## config.mk

```make
export PLATFORM = sky130hd
export DESIGN_NAME = calc_ctrl_gen_flat
export DESIGN_NICKNAME = d
export VERILOG_FILES = /design/src/rtl/calc_ctrl_gen_if.sv /design/src/rtl/calc_ctrl_gen.sv /design/src/flat_wrapper.sv
export SDC_FILE = /design/constraint.sdc
export NUM_CORES = 1
export LEC_CHECK = 0
export CORE_MARGIN = 2
export CORE_UTILIZATION = 50
export DETAILED_ROUTE_END_ITERATION = 12
export GPL_ROUTABILITY_DRIVEN = 1
export PLACE_DENSITY = 0.86
export SLEW_MARGIN = 20
export SYNTH_ARGS = -nofsm -noshare
export SYNTH_HDL_FRONTEND = slang
export SYNTH_SLANG_ARGS = --single-unit
```

## constraint.sdc

```tcl
create_clock -name clk -period 4.4 [get_ports clk]
set_input_delay 0.88 -clock clk [delete_from_list [all_inputs] [get_ports clk]]
set_output_delay 0.88 -clock clk [all_outputs]
set_load 0.01 [all_outputs]
```

## src/rtl/calc_ctrl_gen_if.sv

```systemverilog
// Bundle of keypad, ALU, history-memory and display signals for the calculator controller.
// The master modport is the controller; the slave modport is its environment.
interface calc_ctrl_gen_if #(
    parameter int WIDTH      = 16,
    parameter int HIST_DEPTH = 16
);
    localparam int ADDR_W = $clog2(HIST_DEPTH);

    logic              key_valid;
    logic [3:0]        key_digit;
    logic              key_neg;
    logic              op_valid;
    logic [1:0]        op_code;
    logic              equal_valid;
    logic              clear;
    logic [WIDTH-1:0]  alu_a;
    logic [WIDTH-1:0]  alu_b;
    logic [1:0]        alu_op;
    logic              alu_start;
    logic              alu_done;
    logic [WIDTH-1:0]  alu_result;
    logic              alu_ovf;
    logic              mem_we;
    logic [ADDR_W-1:0] mem_addr;
    logic [WIDTH-1:0]  mem_wdata;
    logic [ADDR_W:0]   hist_count;
    logic [WIDTH-1:0]  display_value;
    logic              busy;
    logic              error;

    modport master (
        input  key_valid, key_digit, key_neg, op_valid, op_code, equal_valid, clear,
        input  alu_done, alu_result, alu_ovf,
        output alu_a, alu_b, alu_op, alu_start,
        output mem_we, mem_addr, mem_wdata, hist_count,
        output display_value, busy, error
    );

    modport slave (
        output key_valid, key_digit, key_neg, op_valid, op_code, equal_valid, clear,
        output alu_done, alu_result, alu_ovf,
        input  alu_a, alu_b, alu_op, alu_start,
        input  mem_we, mem_addr, mem_wdata, hist_count,
        input  display_value, busy, error
    );
endinterface

```

## src/rtl/calc_ctrl_gen.sv

```systemverilog
// Signed calculator controller: decimal entry, ALU start/done sequencing with timeout,
// circular result history and display selection.
module calc_ctrl_gen #(
    parameter int WIDTH       = 16,
    parameter int HIST_DEPTH  = 16,
    parameter int ALU_TIMEOUT = 255
) (
    input  logic             clk,
    input  logic             reset,
    calc_ctrl_gen_if.master  bus
);
    localparam int ADDR_W  = $clog2(HIST_DEPTH);
    localparam int TIMER_W = $clog2(ALU_TIMEOUT + 1);
    localparam logic [WIDTH+3:0] MAX_MAG = {5'b0, {(WIDTH-1){1'b1}}};

    typedef enum logic [2:0] {ENTER_A, ENTER_B, CALC, WRITE, SHOW, ERR} state_t;

    state_t              r_state;
    state_t              w_nextState;
    logic [WIDTH-1:0]    r_mag;
    logic                r_sign;
    logic [WIDTH-1:0]    r_a;
    logic [WIDTH-1:0]    r_b;
    logic [WIDTH-1:0]    r_r;
    logic [1:0]          r_op;
    logic [TIMER_W-1:0]  r_timer;
    logic [ADDR_W-1:0]   r_wrPtr;
    logic [ADDR_W:0]     r_histCount;

    logic                w_busy;
    logic                w_eq;
    logic                w_op;
    logic                w_neg;
    logic                w_key;
    logic                w_digitOk;
    logic                w_digitAccept;
    logic [WIDTH+3:0]    w_newMag;
    logic [WIDTH-1:0]    w_entry;
    logic [WIDTH-1:0]    w_aluA;
    logic [WIDTH-1:0]    w_aluB;
    logic [1:0]          w_aluOp;
    logic                w_aluStart;
    logic                w_memWe;
    logic [ADDR_W-1:0]   w_memAddr;
    logic [WIDTH-1:0]    w_memWdata;
    logic [WIDTH-1:0]    w_display;

    assign w_busy = (r_state == CALC) || (r_state == WRITE);

    // Only the highest-priority pulse survives; keypad pulses are dead while busy.
    assign w_eq  = bus.equal_valid & ~bus.clear & ~w_busy;
    assign w_op  = bus.op_valid & ~bus.equal_valid & ~bus.clear & ~w_busy;
    assign w_neg = bus.key_neg & ~bus.op_valid & ~bus.equal_valid & ~bus.clear & ~w_busy;
    assign w_key = bus.key_valid & ~bus.key_neg & ~bus.op_valid & ~bus.equal_valid
                   & ~bus.clear & ~w_busy;

    assign w_digitOk     = (bus.key_digit <= 4'd9);
    assign w_newMag      = {4'b0, r_mag} * (WIDTH+4)'(10) + {{WIDTH{1'b0}}, bus.key_digit};
    assign w_digitAccept = w_key && w_digitOk && (w_newMag <= MAX_MAG);
    assign w_entry       = r_sign ? (~r_mag + WIDTH'(1)) : r_mag;

    always_ff @(posedge clk) begin
        if (reset) begin
            r_state <= ENTER_A;
        end else begin
            r_state <= w_nextState;
        end
    end

    always_comb begin
        w_nextState = r_state;
        w_aluA      = '0;
        w_aluB      = '0;
        w_aluOp     = 2'b00;
        w_aluStart  = 1'b0;
        w_memWe     = 1'b0;
        w_memAddr   = '0;
        w_memWdata  = '0;
        w_display   = '0;
        case (r_state)
            ENTER_A: begin
                w_display = w_entry;
                if (w_op) w_nextState = ENTER_B;
            end
            ENTER_B: begin
                w_display = w_entry;
                if (w_eq) w_nextState = (r_op == 2'b11 && w_entry == '0) ? ERR : CALC;
            end
            CALC: begin
                w_aluA     = r_a;
                w_aluB     = r_b;
                w_aluOp    = r_op;
                w_aluStart = (r_timer == '0);
                w_display  = r_a;
                if (bus.alu_done) begin
                    w_nextState = bus.alu_ovf ? ERR : WRITE;
                end else if (r_timer == TIMER_W'(ALU_TIMEOUT)) begin
                    w_nextState = ERR;
                end
            end
            WRITE: begin
                w_memWe     = 1'b1;
                w_memAddr   = r_wrPtr;
                w_memWdata  = r_r;
                w_display   = r_r;
                w_nextState = SHOW;
            end
            SHOW: begin
                w_display = r_r;
                if (w_op) begin
                    w_nextState = ENTER_B;
                end else if (w_eq) begin
                    w_nextState = (r_op == 2'b11 && r_b == '0) ? ERR : CALC;
                end else if (w_key && w_digitOk) begin
                    w_nextState = ENTER_A;
                end
            end
            ERR: begin
                w_nextState = ERR;
            end
            default: w_nextState = ENTER_A;
        endcase
        if (bus.clear) w_nextState = ENTER_A;
    end

    // Datapath: clear wipes the calculation but deliberately keeps the history pointers.
    always_ff @(posedge clk) begin
        if (reset) begin
            r_mag       <= '0;
            r_sign      <= 1'b0;
            r_a         <= '0;
            r_b         <= '0;
            r_r         <= '0;
            r_op        <= 2'b00;
            r_timer     <= '0;
            r_wrPtr     <= '0;
            r_histCount <= '0;
        end else if (bus.clear) begin
            r_mag   <= '0;
            r_sign  <= 1'b0;
            r_a     <= '0;
            r_b     <= '0;
            r_r     <= '0;
            r_op    <= 2'b00;
            r_timer <= '0;
        end else begin
            r_timer <= '0;
            case (r_state)
                ENTER_A: begin
                    if (w_op) begin
                        r_a    <= w_entry;
                        r_op   <= bus.op_code;
                        r_mag  <= '0;
                        r_sign <= 1'b0;
                    end else if (w_neg) begin
                        r_sign <= ~r_sign;
                    end else if (w_digitAccept) begin
                        r_mag <= w_newMag[WIDTH-1:0];
                    end
                end
                ENTER_B: begin
                    if (w_eq) begin
                        r_b    <= w_entry;
                        r_mag  <= '0;
                        r_sign <= 1'b0;
                    end else if (w_op) begin
                        r_op <= bus.op_code;
                    end else if (w_neg) begin
                        r_sign <= ~r_sign;
                    end else if (w_digitAccept) begin
                        r_mag <= w_newMag[WIDTH-1:0];
                    end
                end
                CALC: begin
                    if (bus.alu_done) begin
                        if (!bus.alu_ovf) r_r <= bus.alu_result;
                    end else begin
                        r_timer <= r_timer + TIMER_W'(1);
                    end
                end
                WRITE: begin
                    r_wrPtr <= r_wrPtr + ADDR_W'(1);
                    if (r_histCount != (ADDR_W+1)'(HIST_DEPTH)) begin
                        r_histCount <= r_histCount + (ADDR_W+1)'(1);
                    end
                end
                SHOW: begin
                    if (w_op) begin
                        r_a    <= r_r;
                        r_op   <= bus.op_code;
                        r_mag  <= '0;
                        r_sign <= 1'b0;
                    end else if (w_eq) begin
                        r_a <= r_r;
                    end else if (w_key && w_digitOk) begin
                        r_mag  <= {{(WIDTH-4){1'b0}}, bus.key_digit};
                        r_sign <= 1'b0;
                    end
                end
                default: ;
            endcase
        end
    end

    assign bus.alu_a         = w_aluA;
    assign bus.alu_b         = w_aluB;
    assign bus.alu_op        = w_aluOp;
    assign bus.alu_start     = w_aluStart;
    assign bus.mem_we        = w_memWe;
    assign bus.mem_addr      = w_memAddr;
    assign bus.mem_wdata     = w_memWdata;
    assign bus.hist_count    = r_histCount;
    assign bus.display_value = w_display;
    assign bus.busy          = w_busy;
    assign bus.error         = (r_state == ERR);
endmodule

```

## src/flat_wrapper.sv

```systemverilog
// flat-port wrapper written by rule: the top's interface ports become plain ports
module calc_ctrl_gen_flat 
#(
    parameter int WIDTH       = 16,
    parameter int HIST_DEPTH  = 16,
    parameter int ALU_TIMEOUT = 255
)
  (clk, reset, bus_key_valid, bus_key_digit, bus_key_neg, bus_op_valid, bus_op_code, bus_equal_valid, bus_clear, bus_alu_done, bus_alu_result, bus_alu_ovf, bus_alu_a, bus_alu_b, bus_alu_op, bus_alu_start, bus_mem_we, bus_mem_addr, bus_mem_wdata, bus_hist_count, bus_display_value, bus_busy, bus_error);
  calc_ctrl_gen_if #(.WIDTH(WIDTH), .HIST_DEPTH(HIST_DEPTH)) bus_i ();
  input  logic clk;
  input  logic reset;
  input wire logic [$bits(bus_i.key_valid)-1:0] bus_key_valid;
  input wire logic [$bits(bus_i.key_digit)-1:0] bus_key_digit;
  input wire logic [$bits(bus_i.key_neg)-1:0] bus_key_neg;
  input wire logic [$bits(bus_i.op_valid)-1:0] bus_op_valid;
  input wire logic [$bits(bus_i.op_code)-1:0] bus_op_code;
  input wire logic [$bits(bus_i.equal_valid)-1:0] bus_equal_valid;
  input wire logic [$bits(bus_i.clear)-1:0] bus_clear;
  input wire logic [$bits(bus_i.alu_done)-1:0] bus_alu_done;
  input wire logic [$bits(bus_i.alu_result)-1:0] bus_alu_result;
  input wire logic [$bits(bus_i.alu_ovf)-1:0] bus_alu_ovf;
  output wire logic [$bits(bus_i.alu_a)-1:0] bus_alu_a;
  output wire logic [$bits(bus_i.alu_b)-1:0] bus_alu_b;
  output wire logic [$bits(bus_i.alu_op)-1:0] bus_alu_op;
  output wire logic [$bits(bus_i.alu_start)-1:0] bus_alu_start;
  output wire logic [$bits(bus_i.mem_we)-1:0] bus_mem_we;
  output wire logic [$bits(bus_i.mem_addr)-1:0] bus_mem_addr;
  output wire logic [$bits(bus_i.mem_wdata)-1:0] bus_mem_wdata;
  output wire logic [$bits(bus_i.hist_count)-1:0] bus_hist_count;
  output wire logic [$bits(bus_i.display_value)-1:0] bus_display_value;
  output wire logic [$bits(bus_i.busy)-1:0] bus_busy;
  output wire logic [$bits(bus_i.error)-1:0] bus_error;
  assign bus_i.key_valid = bus_key_valid;
  assign bus_i.key_digit = bus_key_digit;
  assign bus_i.key_neg = bus_key_neg;
  assign bus_i.op_valid = bus_op_valid;
  assign bus_i.op_code = bus_op_code;
  assign bus_i.equal_valid = bus_equal_valid;
  assign bus_i.clear = bus_clear;
  assign bus_i.alu_done = bus_alu_done;
  assign bus_i.alu_result = bus_alu_result;
  assign bus_i.alu_ovf = bus_alu_ovf;
  assign bus_alu_a = bus_i.alu_a;
  assign bus_alu_b = bus_i.alu_b;
  assign bus_alu_op = bus_i.alu_op;
  assign bus_alu_start = bus_i.alu_start;
  assign bus_mem_we = bus_i.mem_we;
  assign bus_mem_addr = bus_i.mem_addr;
  assign bus_mem_wdata = bus_i.mem_wdata;
  assign bus_hist_count = bus_i.hist_count;
  assign bus_display_value = bus_i.display_value;
  assign bus_busy = bus_i.busy;
  assign bus_error = bus_i.error;
  calc_ctrl_gen #(.WIDTH(WIDTH), .HIST_DEPTH(HIST_DEPTH), .ALU_TIMEOUT(ALU_TIMEOUT)) u_core (.clk(clk), .reset(reset), .bus(bus_i));
endmodule
```

==> flow_summary.json, run 1 <==
{
  "floorplan.io_pins": 110,
  "finalNetCount": 961,
  "cts.hold.buffers_added": 0,
  "finalSetupTns_ns": 0,
  "dr.pass1.iters": 5,
  "path_class": "reg2out",
  "rrSetupSlack_ns": 0.53,
  "final_hold_viol_count": 0,
  "power_leakage_nw": 2.91,
  "rows": 40,
  "drt-total-wl_um": 17100,
  "initial_antenna_violation_count": 0,
  "rsz_0062_raised_after_global_routing": "false",
  "dpl.hpwl_um": 12700,
  "synthesis.instances": 796,
  "reg2reg_to": "u_core.r_mag[4]",
  "design.die.area_mm2": 0.0132,
  "cp_required_ns": 3.52,
  "r2r_depth": 11,
  "vias_per_cell": 5.98,
  "synth-edff-count": 0,
  "grt_pass1_vias": 5700,
  "design_area_mm2": 0.00770,
  "status": "finished clean",
  "die_x_um": 115,
  "clock_sink_count": 87,
  "num-fill-cells": 1008,
  "routedWlPerCell_um": 16.4,
  "grt_pass1_wl_um": 27800,
  "ctsRootBufferMaster": "sky130_fd_sc_hd__clkbuf_16",
  "crit_path_end_kind": "output port",
  "postSynth.asyncResetShare": 0,
  "cts-htree-levels": 3,
  "floorplan.die.height_um": 115,
  "netlist_area_mm2": 0.00613,
  "power_density_mw_per_mm2": 223,
  "pre_cts_ws_ns": 0.278,
  "cts_clk_pin_slew_worst_paths_ns": 0.06,
  "ir_drop_mv": 0.191,
  "cap_viol_max_count": 0,
  "antenna-diode-count": 0,
  "drt_iter0_markers": 588,
  "ys.flop_type": "sky130_fd_sc_hd__dfxtp_1",
  "crit_path_max_fanout": 6,
  "finalCriticalPeriod_ns": 3.98,
  "postCtsSetupBuffers": 0,
  "layout-drive-gt1-share": 0.0659,
  "worstHoldStart": "u_core.r_timer[0]",
  "ctsLongestPathBuffers": 2,
  "layoutNonFillerInstCount": 1042,
  "core-area_mm2": 0.0120,
  "grt_start_max_net_pins": 36,
  "cp.arrival_ns": 3.10,
  "yosys_warning_total": 0,
  "place.gp.congestion": 0.890,
  "cpLargestDelayFamily": "simple AND/OR/NAND/NOR gates",
  "final-max-slew-violation-count": 0,
  "clk-insertion-delay-late_ns": 0.34,
  "fin_hold_ws_ns": 0.464,
  "utilization": 0.641,
  "ys_types": 68,
  "timing.final.setup_violations": 0,
  "grt.total_usage": 0.260,
  "hold_path_end": "u_core.r_timer[0]",
  "maxSlewHeadroom": 0.397,
  "placed_area_mm2": 0.00737,
  "crit_buf_inv": 2,
  "crit_chain": "or3_1 > nor3_1 > a41oi_1 > xnor2_1 > buf_4 > nor2_1 > a21oi_1 > o22ai_1 > clkdlybuf4s50_1",
  "finalCritPeriodShare": 0.905,
  "globalRouteOverflowTotal": 0,
  "synthToLayoutAreaGrowth_pct": 25.7,
  "antenna_violating_nets_post_route": 0,
  "route.vias.total": 6228,
  "effective_utilization_at_floorplan": 0.510,
  "total_of_flip_flops_plus_latches_after_synthesis": 87,
  "tritoncts": "built",
  "r2r_start": "u_core.r_mag[1]",
  "max_clock_freq_mhz": 251,
  "postSynthAreaPerCell_um2": 7.70,
  "tightestPinTransition_ns": 0.904,
  "drcViolationCount": 0,
  "placed_cells": 1026,
  "startpoint_type": "flip-flop",
  "total_power_of_the_final_layout_mw": 1.72,
  "slowest_delay_ns": 0.58,
  "synth.yosys.seq_area_share": 0.284,
  "postSynthNetCount": 867,
  "numPortBuffers": 109,
  "worstHoldPathCells": 1,
  "worstHoldPathType": "reg2reg",
  "worst_slack_ns": 0.419,
  "clock_skew_ns": 0.00750,
  "post_cts_resized": 0,
  "tritoncts_buffers": 9,
  "critical_path.slowest_cell": "sky130_fd_sc_hd__clkdlybuf4s50_1"
}
worst reg2reg max path, delay by kind of cell (launching register included):
family | cells | cell delay [ns]
simple gates | 2 | 0.78
compound gates | 4 | 1.05
fa+ha+maj | 3 | 0.98
flops | 1 | 0.45
mux | 1 | 0.32
xor+xnor | 1 | 0.17
kinds of logic (layout without fill, tap and decap cells):
family | after synthesis | count (layout) | share of synthesized area
multiplexers | 9 | 9 | 0.0155
XOR/XNOR | 46 | 46 | 0.0657
adder cells (fa/ha/maj) | 40 | 40 | 0.0841
flip-flops | 87 | 87 | 0.284
buffers and inverters | 76 | 175 | 0.0482
AND/OR/NAND/NOR | 318 | 318 | 0.253
AO/OA/AOI/OAI | 220 | 220 | 0.249
report_power, final:
part | internal (mW) | switching, mW
registers | 0.789 | 0.00309
clock network | 0.527 | 0.317
logic | 0.0374 | 0.0427
cell usage after synthesis (3+ instances only):
cell type | n | area (µm²)
sky130_fd_sc_hd__a211oi_1 | 35 | 263
sky130_fd_sc_hd__a21o_1 | 9 | 67.6
sky130_fd_sc_hd__a21oi_1 | 70 | 350
sky130_fd_sc_hd__a22oi_1 | 10 | 75.1
sky130_fd_sc_hd__a31oi_1 | 4 | 25.0
sky130_fd_sc_hd__a32oi_1 | 3 | 26.3
sky130_fd_sc_hd__a41oi_1 | 3 | 26.3
sky130_fd_sc_hd__and2_1 | 39 | 244
sky130_fd_sc_hd__and3_1 | 25 | 156
sky130_fd_sc_hd__clkbuf_1 | 40 | 150
sky130_fd_sc_hd__dfxtp_1 | 87 | 1740
sky130_fd_sc_hd__ha_1 | 38 | 475
sky130_fd_sc_hd__inv_1 | 30 | 113
sky130_fd_sc_hd__mux2i_1 | 8 | 80.1
sky130_fd_sc_hd__nand2_1 | 69 | 259
sky130_fd_sc_hd__nand2b_1 | 7 | 43.8
sky130_fd_sc_hd__nand3_1 | 14 | 70.1
sky130_fd_sc_hd__nand4_1 | 9 | 56.3
sky130_fd_sc_hd__nor2_1 | 114 | 428
sky130_fd_sc_hd__nor2b_1 | 3 | 18.8
sky130_fd_sc_hd__nor3_1 | 8 | 40.0
sky130_fd_sc_hd__nor4_1 | 8 | 50.1
sky130_fd_sc_hd__o211ai_1 | 3 | 22.5
sky130_fd_sc_hd__o21ai_0 | 24 | 120
sky130_fd_sc_hd__o21ai_1 | 6 | 30.0
sky130_fd_sc_hd__o22ai_1 | 13 | 81.3
sky130_fd_sc_hd__o22ai_2 | 10 | 125
sky130_fd_sc_hd__o31ai_1 | 3 | 22.5
sky130_fd_sc_hd__or2_2 | 3 | 18.8
sky130_fd_sc_hd__or3_1 | 5 | 31.3
sky130_fd_sc_hd__xnor2_1 | 32 | 280
sky130_fd_sc_hd__xor2_1 | 14 | 123
sequential cells by signal, indices dropped and copies added, names as in the netlist:
signal	flops
u_core.r_a	16
u_core.r_b	16
u_core.r_mag	16
u_core.r_r	16
u_core.r_timer	8
u_core.bus.hist_count	5
u_core.r_wrPtr	4
u_core.r_state	3
u_core.r_op	2
u_core.r_sign	1
worst max path at each step:
stage,start,cells past startpoint,slack (ns),to
after floorplan,u_core.r_mag[1],12,0.89,u_core.r_mag[14]
after global placement,bus_key_digit[1],11,0.39,u_core.r_mag[4]
after detailed placement,bus_key_digit[1],11,0.28,u_core.r_mag[4]
after CTS,u_core.r_mag[2],9,0.42,bus_display_value[13]
after global routing,u_core.r_mag[1],11,0.23,u_core.r_mag[4]
final,u_core.r_mag[2],9,0.42,bus_display_value[9]
per-layer routing:
layer | GRT usage | up-vias | routed length, µm
met1 | 0.338 | 2887 | 7560
met4 | 0.0827 | 0 | 308
met3 | 0.0397 | 33 | 1250
li1 | - | 3026 | -
met5 | 0 | - | 0
met2 | 0.444 | 282 | 8000
layout make-up:
class | count | area (µm²) | area share
Sequential cell | 87 | 1740 | 0.226
Clock inverter | 5 | 80.1 | 0.0104
Clock buffer | 11 | 253 | 0.0328
Timing Repair Buffer | 127 | 1230 | 0.159
Tap cell | 147 | 184 | 0.0239
Multi-Input combinational cell | 633 | 4100 | 0.532
Inverter | 32 | 120 | 0.0156
placed cells by master (no fill, tap or decap), drive strengths merged, types with 5 or more instances in the layout:
cell type	instances
and2	39
nand2	69
xor2	14
nand4	9
nor4	8
or3	5
dfxtp	87
o22ai	23
a21oi	70
o21ai	31
mux2i	8
inv	31
and3	25
nand3	14
a21o	9
ha	38
nor3	8
clkbuf	11
a211oi	37
clkdlybuf4s50	109
xnor2	32
buf	18
nand2b	7
a31oi	5
nor2	114
a22oi	10
No activity file was read; power rests on OpenSTA's default activity.
==> run 2, diff against run 1 <==
- SETUP_SLACK_MARGIN: unset -> 0.3
==> flow_summary.json, run 2 (same netlist as run 1, synthesis figures left out) <==
{
  "status": "finished clean",
  "ir_drop_mv": 0.193,
  "final_hold_viol_count": 0,
  "finalCritPeriodShare": 0.901,
  "cap_viol_max_count": 0,
  "grt.total_usage": 0.260,
  "drt-total-wl_um": 17200,
  "hold_path_end": "u_core.r_timer[0]",
  "max_clock_freq_mhz": 252,
  "vias_per_cell": 5.98,
  "drt_iter0_markers": 581,
  "r2r_start": "u_core.r_mag[1]",
  "grt_pass1_wl_um": 27800,
  "finalCriticalPeriod_ns": 3.97,
  "cts-htree-levels": 3,
  "clock_skew_ns": 0.00794,
  "die_x_um": 115,
  "dpl.hpwl_um": 12700,
  "critical_path.slowest_cell": "sky130_fd_sc_hd__or4_1",
  "grt_start_max_net_pins": 36,
  "globalRouteOverflowTotal": 0,
  "ctsLongestPathBuffers": 2,
  "path_class": "reg2out",
  "antenna-diode-count": 0,
  "grt_use_met1": 0.338,
  "ctsRootBufferMaster": "sky130_fd_sc_hd__clkbuf_16",
  "routedWlPerCell_um": 16.5,
  "finalNetCount": 961,
  "grt.busiest_layer": "met2",
  "final-max-slew-violation-count": 0,
  "dr.pass1.iters": 5,
  "startpoint_type": "flip-flop",
  "route.vias.total": 6227,
  "worstHoldPathCells": 1,
  "rsz_0062_raised_after_global_routing": "true",
  "layout_common_cells": "112 x sky130_fd_sc_hd__nor2_1, 109 x sky130_fd_sc_hd__clkdlybuf4s50_1, 87 x sky130_fd_sc_hd__dfxtp_1",
  "crit_chain": "or4_1 > o31ai_1 > o21ai_1 > xnor2_1 > nor2_1 > a21oi_1 > o22ai_1 > clkdlybuf4s50_1",
  "initial_antenna_violation_count": 0,
  "clock_sink_count": 87,
  "design_area_mm2": 0.00771,
  "cts.hold.buffers_added": 0,
  "effective_utilization_at_floorplan": 0.510,
  "rows": 40,
  "globalRouteMet2Util": 0.444,
  "floorplan.die.height_um": 115,
  "grt_pass1_vias": 5700,
  "rrSetupSlack_ns": 0.65,
  "power_density_mw_per_mm2": 223,
  "reg2reg_to": "u_core.r_mag[4]",
  "r2r_depth": 11,
  "placed_area_mm2": 0.00737,
  "cp_required_ns": 3.52,
  "antenna_violating_nets_post_route": 0,
  "layout-drive-gt1-share": 0.0682,
  "worstHoldStart": "u_core.r_timer[0]",
  "core-area_mm2": 0.0120,
  "drcViolationCount": 0,
  "power_leakage_nw": 2.91,
  "numPortBuffers": 109,
  "grtUsageMet3": 0.0397,
  "tightestPinTransition_ns": 0.892,
  "synthToLayoutAreaGrowth_pct": 25.8,
  "finalSetupTns_ns": 0,
  "slowest_delay_ns": 0.55,
  "clk-insertion-delay-late_ns": 0.34,
  "crit_path_end_kind": "output port",
  "floorplan.io_pins": 110,
  "design.die.area_mm2": 0.0132,
  "total_power_of_the_final_layout_mw": 1.72,
  "crit_path_max_fanout": 6,
  "maxSlewHeadroom": 0.405,
  "timing.final.setup_violations": 0,
  "worstHoldPathType": "reg2reg",
  "place.gp.congestion": 0.890,
  "cts_clk_pin_slew_worst_paths_ns": 0.07,
  "tritoncts_buffers": 9,
  "tritoncts": "built",
  "cp.arrival_ns": 3.09,
  "final_common_cell": "sky130_fd_sc_hd__nor2_1"
}
==> run 2: cell count changes in the layout (fill, tap and decap cells not counted) <==
cell / previous run / this run
sky130_fd_sc_hd__nand2_1: 69 / 68
sky130_fd_sc_hd__nand2_2: 0 / 1
sky130_fd_sc_hd__nor3_1: 8 / 7
sky130_fd_sc_hd__nor3_2: 0 / 1
==> run 2: worst max-delay path by stage <==
stage,slack [ns],cells after the start,startpoint,endpoint
2_1_floorplan,0.89,12,u_core.r_mag[1],u_core.r_mag[14]
3_3_place_gp,0.39,11,bus_key_digit[1],u_core.r_mag[4]
3_5_place_dp,0.28,11,bus_key_digit[1],u_core.r_mag[4]
4_1_cts,0.42,9,u_core.r_mag[2],bus_display_value[13]
5_1_grt,0.24,8,u_core.r_mag[6],bus_display_value[14]
6_report,0.43,8,u_core.r_mag[7],bus_display_value[14]
==> run 2: through the flow <==
step                setup slack, ns  cells  hold slack, ns  utilization
floorplan                     0.892    796           0.430            -
detailed placement            0.278   1026           0.457        0.613
global route                  0.237   1042           0.503        0.642
global placement              0.386   1026           0.442        0.613
finish                        0.435   1042           0.465        0.642
CTS                           0.425   1042           0.472        0.641
==> run 2: metal layers <==
metal / up-vias / wire [µm]
li1: 3027 / -
met1: 2889 / 7580
met2: 276 / 7980
met3: 35 / 1290
met4: 0 / 331
met5: - / 0
==> run 2: area by class of cell <==
class,instances,area (µm²)
repair buffers,127,1230
clock inverters,5,80.1
clock buffers,11,253
multi-input cells,633,4100
flip-flops and latches,87,1740
well taps,147,184
inverters,32,120
fillers,1010,4300
==> run 2: critical path, delay by kind of cell, from the launching register on <==
kind                      cells  cell delay, ns
AOI/OAI and AO/OA             4            0.81
buffers and inverters         1            0.55
and+or+nand+nor               2            0.63
xor gates and xnor gates      1            0.37
DFF                           1            0.39
==> run 2: repair_timing <==
action | CTS | global route
resized for setup | 0 | 2
buffers inserted | 0 | 0
endpoints found under the setup margin | 0 | 14
==> run 2: power breakdown <==
part	switching, mW	internal (mW)
Sequential	0.00307	0.789
Clock	0.322	0.527
Combinational	0.0429	0.0375
Total	0.368	1.35
==> run 3, diff against run 2 <==
- GPL_ROUTABILITY_DRIVEN: 1 -> 0
==> results of run 3 <==
The final DEF is identical to that of run 2; final timing and power are the same.
